<file path="config.mk">
export PLATFORM = sky130hd
export DESIGN_NAME = imm_field_packer
export DESIGN_NICKNAME = d
export VERILOG_FILES = /design/src/rtl/riscv_imm_pkg.sv /design/src/rtl/imm_field_encode.sv /design/src/rtl/imm_field_packer.sv
export SDC_FILE = /design/constraint.sdc
export NUM_CORES = 1
export LEC_CHECK = 0
export CORE_MARGIN = 2
export CORE_UTILIZATION = 48
export DETAILED_ROUTE_END_ITERATION = 16
export PLACE_DENSITY = 0.83
export SETUP_SLACK_MARGIN = 0.02
export SLEW_MARGIN = 20
export SYNTH_ARGS = -nofsm -noshare
export SYNTH_HDL_FRONTEND = slang
export SYNTH_SLANG_ARGS = --single-unit
</file>
<file path="constraint.sdc">
create_clock -name clk -period 2.9 [get_ports clk]
set_clock_uncertainty 0.15 [all_clocks]
set_input_delay 0.435 -clock clk [delete_from_list [all_inputs] [get_ports clk]]
set_output_delay 0.435 -clock clk [all_outputs]
set_load 0.1 [all_outputs]
</file>
<file path="src/rtl/riscv_imm_pkg.sv">
// Shared immediate-format definitions for the extender and the field packer.
// Format selects, per-format instr[31:7] masks and the packer result bundle.
package riscv_imm_pkg;

  localparam logic [2:0] FMT_I = 3'b000;
  localparam logic [2:0] FMT_S = 3'b001;
  localparam logic [2:0] FMT_B = 3'b010;
  localparam logic [2:0] FMT_U = 3'b011;
  localparam logic [2:0] FMT_J = 3'b100;
  localparam logic [2:0] FMT_R = 3'b111;

  localparam int FIELD_W = 25;

  localparam logic [FIELD_W-1:0] MASK_I = 25'h1FF_E000;
  localparam logic [FIELD_W-1:0] MASK_S = 25'h1FC_001F;
  localparam logic [FIELD_W-1:0] MASK_B = 25'h1FC_001F;
  localparam logic [FIELD_W-1:0] MASK_U = 25'h1FF_FFE0;
  localparam logic [FIELD_W-1:0] MASK_J = 25'h1FF_FFE0;

  typedef struct packed {
    logic [FIELD_W-1:0] field;
    logic [FIELD_W-1:0] mask;
    logic               err;
  } imm_res_t;

  // True when every bit of the slice carries the same value.
  function automatic logic all_eq(input logic [20:0] v, input int n);
    logic ones;
    logic zeros;
    ones  = 1'b1;
    zeros = 1'b1;
    for (int k = 0; k < 21; k++) begin
      if (k < n) begin
        ones  = ones & v[k];
        zeros = zeros & ~v[k];
      end
    end
    return ones | zeros;
  endfunction

endpackage

</file>
<file path="src/rtl/imm_field_encode.sv">
// Combinational immediate -> instr[31:7] field map with optional range check.
// IMM_RANGE_CHECK_EN adds fit checks; otherwise only bad formats flag err.
module imm_field_encode
  import riscv_imm_pkg::*;
(
  input  logic [31:0] imm_i,
  input  logic [2:0]  sel_i,
  output imm_res_t    res_o
);

  logic rng_err;

`ifdef IMM_RANGE_CHECK_EN
  // Flag immediates that do not survive sign-extension by the decoder.
  always_comb begin
    rng_err = 1'b0;
    unique case (1'b1)
      (sel_i == FMT_I),
      (sel_i == FMT_S): rng_err = ~all_eq(imm_i[31:11], 21);
      (sel_i == FMT_B): rng_err = ~all_eq({1'b0, imm_i[31:12]}, 20)
                                  | imm_i[0];
      (sel_i == FMT_J): rng_err = ~all_eq({9'b0, imm_i[31:20]}, 12)
                                  | imm_i[0];
      (sel_i == FMT_U): rng_err = |imm_i[11:0];
      default:          rng_err = 1'b0;
    endcase
  end
`else
  assign rng_err = 1'b0;
`endif

  // Scatter immediate bits into the format's instruction positions.
  always_comb begin
    res_o = '0;
    unique case (1'b1)
      (sel_i == FMT_I): begin
        res_o.field[24:13] = imm_i[11:0];
        res_o.mask         = MASK_I;
      end
      (sel_i == FMT_S): begin
        res_o.field[24:18] = imm_i[11:5];
        res_o.field[4:0]   = imm_i[4:0];
        res_o.mask         = MASK_S;
      end
      (sel_i == FMT_B): begin
        res_o.field[24]    = imm_i[12];
        res_o.field[23:18] = imm_i[10:5];
        res_o.field[4:1]   = imm_i[4:1];
        res_o.field[0]     = imm_i[11];
        res_o.mask         = MASK_B;
      end
      (sel_i == FMT_U): begin
        res_o.field[24:5]  = imm_i[31:12];
        res_o.mask         = MASK_U;
      end
      (sel_i == FMT_J): begin
        res_o.field[24]    = imm_i[20];
        res_o.field[23:14] = imm_i[10:1];
        res_o.field[13]    = imm_i[11];
        res_o.field[12:5]  = imm_i[19:12];
        res_o.mask         = MASK_J;
      end
      default: begin
        res_o.err = 1'b1;
      end
    endcase
    if (rng_err) begin
      res_o.err = 1'b1;
    end
  end

endmodule

</file>
<file path="src/rtl/imm_field_packer.sv">
// Buffered immediate field packer: encoder, result FIFO and pop statistics.
// Build with IMM_RANGE_CHECK_EN to flag immediates that do not fit.
module imm_field_packer
  import riscv_imm_pkg::*;
#(
  parameter int DEPTH = 2,
  parameter int CNT_W = 16
) (
  input  logic             clk,
  input  logic             reset,
  input  logic             in_valid,
  output logic             in_ready,
  input  logic [31:0]      in_imm,
  input  logic [2:0]       in_select,
  output logic             out_valid,
  input  logic             out_ready,
  output logic [24:0]      out_field,
  output logic [24:0]      out_mask,
  output logic             out_err,
  output logic [CNT_W-1:0] packed_cnt,
  output logic [CNT_W-1:0] err_cnt
);

  localparam int PW = (DEPTH > 1) ? $clog2(DEPTH) : 1;
  localparam int CW = PW + 1;

  imm_res_t enc;
  imm_res_t head;
  imm_res_t mem_q [DEPTH];

  logic [PW-1:0]    wr_ptr_q, wr_ptr_d;
  logic [PW-1:0]    rd_ptr_q, rd_ptr_d;
  logic [CW-1:0]    cnt_q, cnt_d;
  logic [CNT_W-1:0] pk_cnt_q, pk_cnt_d;
  logic [CNT_W-1:0] er_cnt_q, er_cnt_d;

  logic push;
  logic pop;
  logic full;

  imm_field_encode u_enc (
    .imm_i (in_imm),
    .sel_i (in_select),
    .res_o (enc)
  );

  assign full      = (cnt_q == CW'(DEPTH));
  assign in_ready  = ~full;
  assign out_valid = (cnt_q != '0);
  assign push      = in_valid & in_ready;
  assign pop       = out_valid & out_ready;
  assign head      = mem_q[rd_ptr_q];

  assign out_field  = out_valid ? head.field : '0;
  assign out_mask   = out_valid ? head.mask  : '0;
  assign out_err    = out_valid ? head.err   : 1'b0;
  assign packed_cnt = pk_cnt_q;
  assign err_cnt    = er_cnt_q;

  // Next-state for pointers, occupancy and statistics.
  always_comb begin
    wr_ptr_d = wr_ptr_q;
    rd_ptr_d = rd_ptr_q;
    cnt_d    = cnt_q;
    pk_cnt_d = pk_cnt_q;
    er_cnt_d = er_cnt_q;
    if (push) begin
      wr_ptr_d = wr_ptr_q + PW'(1);
    end
    if (pop) begin
      rd_ptr_d = rd_ptr_q + PW'(1);
      pk_cnt_d = pk_cnt_q + CNT_W'(1);
      if (head.err && !(&er_cnt_q)) begin
        er_cnt_d = er_cnt_q + CNT_W'(1);
      end
    end
    unique case (1'b1)
      (push && !pop): cnt_d = cnt_q + CW'(1);
      (pop && !push): cnt_d = cnt_q - CW'(1);
      default:        cnt_d = cnt_q;
    endcase
  end

  // Result storage; contents are only visible while occupancy says valid.
  always_ff @(posedge clk) begin
    if (push) begin
      mem_q[wr_ptr_q] <= enc;
    end
  end

  // Control state; reset drops any in-flight entries.
  always_ff @(posedge clk or posedge reset) begin
    if (reset) begin
      wr_ptr_q <= '0;
      rd_ptr_q <= '0;
      cnt_q    <= '0;
      pk_cnt_q <= '0;
      er_cnt_q <= '0;
    end else begin
      wr_ptr_q <= wr_ptr_d;
      rd_ptr_q <= rd_ptr_d;
      cnt_q    <= cnt_d;
      pk_cnt_q <= pk_cnt_d;
      er_cnt_q <= er_cnt_d;
    end
  end

endmodule
</file>
==> key figures <==
Timing
  – Fin Setup TNS: 0 ns
  – Max-Slew Margin vs Limit: 38.66%
  – Post-layout min period: 2.685 ns
  – Hold Fails Final Rpt: 0
  – Achievable Freq: 372.5 MHz
  – Final setup viols: 0
  – Slew @ Worst Pin: 0.9167 ns
  – Final Max Slew Viols: 0
  – RSZ-0062 raised after global routing: false
  – Crit share post-route: 92.57%

Routing
  – Drt drc: 0
  – Initial DRC count: 115
  – Vias per cell: 5.371
  – ANT nets after route: 0
  – DR vias: 3067
  – Post-Route WL: 9.741 mm
  – Drt pass-1 iters: 4
  – Routed WL per cell: 17.06 um

Placed design
  – DP HPWL: 6.785 mm
  – I/O Buffers: 123
  – Gpl congestion: 0.8808

Floorplanning
  – Die width: 101.1 um
  – # rows: 35
  – Io pins: 124
  – Die area: 10220 um2
  – Initial core utilization: 49.18%
  – DIE HEIGHT: 101.1 um
  – Area of the core: 9196 um2

Run status
  – Status: finished clean

GRT
  – Total GRT Usage: 19.67%
  – Pin count of the biggest net entering global routing: 37
  – Antenna violations before repair: 0
  – Vias in the first global route: 3072
  – Gr ovfl total: 0
  – First-pass GRT wire length: 15.41 mm

Clocking
  – Clk pin slew, worst setup/hold paths: 0.10 ns
  – CTS buffer count: 9
  – Root Driver: clkbuf_8
  – Setup bufs post-CTS: 0
  – Clk buf depth: 2
  – Clock Latency Late Sink: 0.36 ns
  – CTS H-tree depth: 3
  – Post-cts sizing count: 0
  – CTS tree: done
  – CTS Sinks: 96
  – # hold bufs at CTS: 0

Synthesis
  – Mapped Area: 4523 um2
  – Syn avg cell area: 12.96 um2
  – Post-synthesis sequential area ratio: 59.75%
  – Syn nets: 391
  – Post-synth cell types: 49
  – Yosys warnings: 0
  – Yosys reg bits: 96
  – Post-Synthesis Cells: 349

Setup path
  – CP startpoint kind: flip-flop
  – Worst setup EP type: output port
  – Crit Path Category: flip-flop to output port
  – Critical Path AT: 2.10 ns
  – Req. time, crit path: 2.32 ns
  – CP Max Fanout: 22

Finish
  – P&R area growth vs syn: 40.91%
  – Total Nets Final: 497
  – Layout cell share with drive strength beyond 1: 28.91%
  – Fill count: 624
  – N_diodes: 0

Worst hold path
  – Worst min path class: input pin to asynchronous set/reset pin

Flow run
  – Max-Cap Viols: 0
[layer usage]
layer | share of wire [%] | track usage [%] | up-vias
met1 | 38 | 24.33 | 1472
met4 | 1.3 | 6.341 | 0
li1 | - | - | 1443
met5 | 0 | 0 | -
met2 | 53 | 33.98 | 140
met3 | 7.4 | 4.646 | 12
[stage by stage]
stage	setup WS, ns	utilization [%]	area, um2	instances	hold slack (ns)
after CTS	0.1244	69.25	6369	571	0.3418
after global placement	0.4317	66.97	6158	555	0.3132
final	0.2155	69.31	6374	571	0.3244
after floorplan	-0.3622	-	4536	349	0.3633
after global routing	0.1293	69.31	6374	571	0.3677
after detailed placement	0.2947	66.97	6158	555	0.3336
[logic make-up (layout without fill, tap and decap cells)]
group | after synthesis | after routing | share of synthesized area (%)
xor gates and xnor gates | 32 | 32 | 6.196
DFF | 96 | 96 | 59.75
adders and majority gates | 3 | 3 | 0.8300
and+or+nand+nor | 119 | 119 | 15.69
buffers and inverters | 39 | 150 | 5.283
AOI/OAI and AO/OA | 26 | 26 | 4.482
muxes | 34 | 34 | 7.773
[worst max-delay path, stage by stage (launching register included)]
cell and delay, ns:
dfrtp_2 0.54, buf_4 0.42, mux2_4 0.40, nor2b_1 0.18, buf_12 0.19
[area by class of cell]
type	instances	area, um2	area share [%]
multi-input cells	214	1602	25.13
clock buffers	9	123.9	1.943
inverters	6	25.02	0.3926
well taps	111	138.9	2.179
flip-flops and latches	96	2704	42.42
repair buffers	128	1694	26.58
clock inverters	7	86.33	1.355
[path summary, 6_finish.rpt]
| path | end | from | cells after the start | slack [ns] |
|---|---|---|---|---|
| max in group asynchronous | rd_ptr_q | reset | 3 | 1.94 |
| setup / recovery | out_err | rd_ptr_q | 4 | 0.22 |
| hold / removal | err_cnt[13] | reset | 3 | 0.32 |
| setup reg to reg | err_cnt[1] | rd_ptr_q | 5 | 0.77 |
| hold reg to reg | packed_cnt[15] | packed_cnt[15] | 1 | 0.35 |
| min in group clk | packed_cnt[15] | packed_cnt[15] | 1 | 0.35 |
[synth_stat cells (all sizes together)]
| library cell | n | area share (%) |
|---|---|---|
| nor4 | 6 | 1.7 |
| a31oi | 2 | 0.28 |
| mux2 | 3 | 0.91 |
| o21ai | 4 | 0.69 |
| nand4 | 10 | 2.2 |
| clkbuf | 3 | 0.25 |
| and2 | 6 | 0.83 |
| ha | 3 | 0.83 |
| nor2 | 39 | 3.3 |
| mux2i | 31 | 6.9 |
| a21oi | 5 | 0.64 |
| dfrtp | 36 | 20 |
| nand2 | 17 | 1.6 |
| and3 | 3 | 0.41 |
| nor2b | 11 | 1.5 |
| a22o | 8 | 1.5 |
| nand3 | 9 | 1.1 |
| nor3 | 7 | 1.0 |
| nor4b | 1 | 0.33 |
| o22ai | 1 | 0.14 |
| or2 | 2 | 0.28 |
| nand2b | 1 | 0.14 |
| xnor2 | 18 | 3.5 |
| xor2 | 14 | 2.7 |
| inv | 6 | 0.55 |
| and4 | 5 | 0.97 |
| buf | 30 | 4.5 |
| a211oi | 1 | 0.17 |
| a41oi | 1 | 0.19 |
| a21o | 1 | 0.17 |
| nand3b | 2 | 0.33 |
| a32o | 3 | 0.66 |
| edfxtp | 60 | 40 |
[sequential cells by signal, indices dropped and copies added, names as in the netlist]
register / cells
cnt_q: 2
err_cnt: 16
rd_ptr_q: 1
wr_ptr_q: 1
mem_q: 60
packed_cnt: 16
[layout by cell type (no fill, tap or decap), drive strengths merged, types with 7 or more instances in the layout]
cell type,instances
a22o,8
nand3,9
mux2i,31
clkdlybuf4s50,38
nand2,17
inv,10
nor2b,11
xor2,14
nor2,39
nor3,7
buf,90
xnor2,18
clkbuf,9
nand4,10
edfxtp,60
dfrtp,36
Power is left out: the tool's default activity adds up to more than one toggle a clock period on the data nets, which glitch-free logic cannot reach.
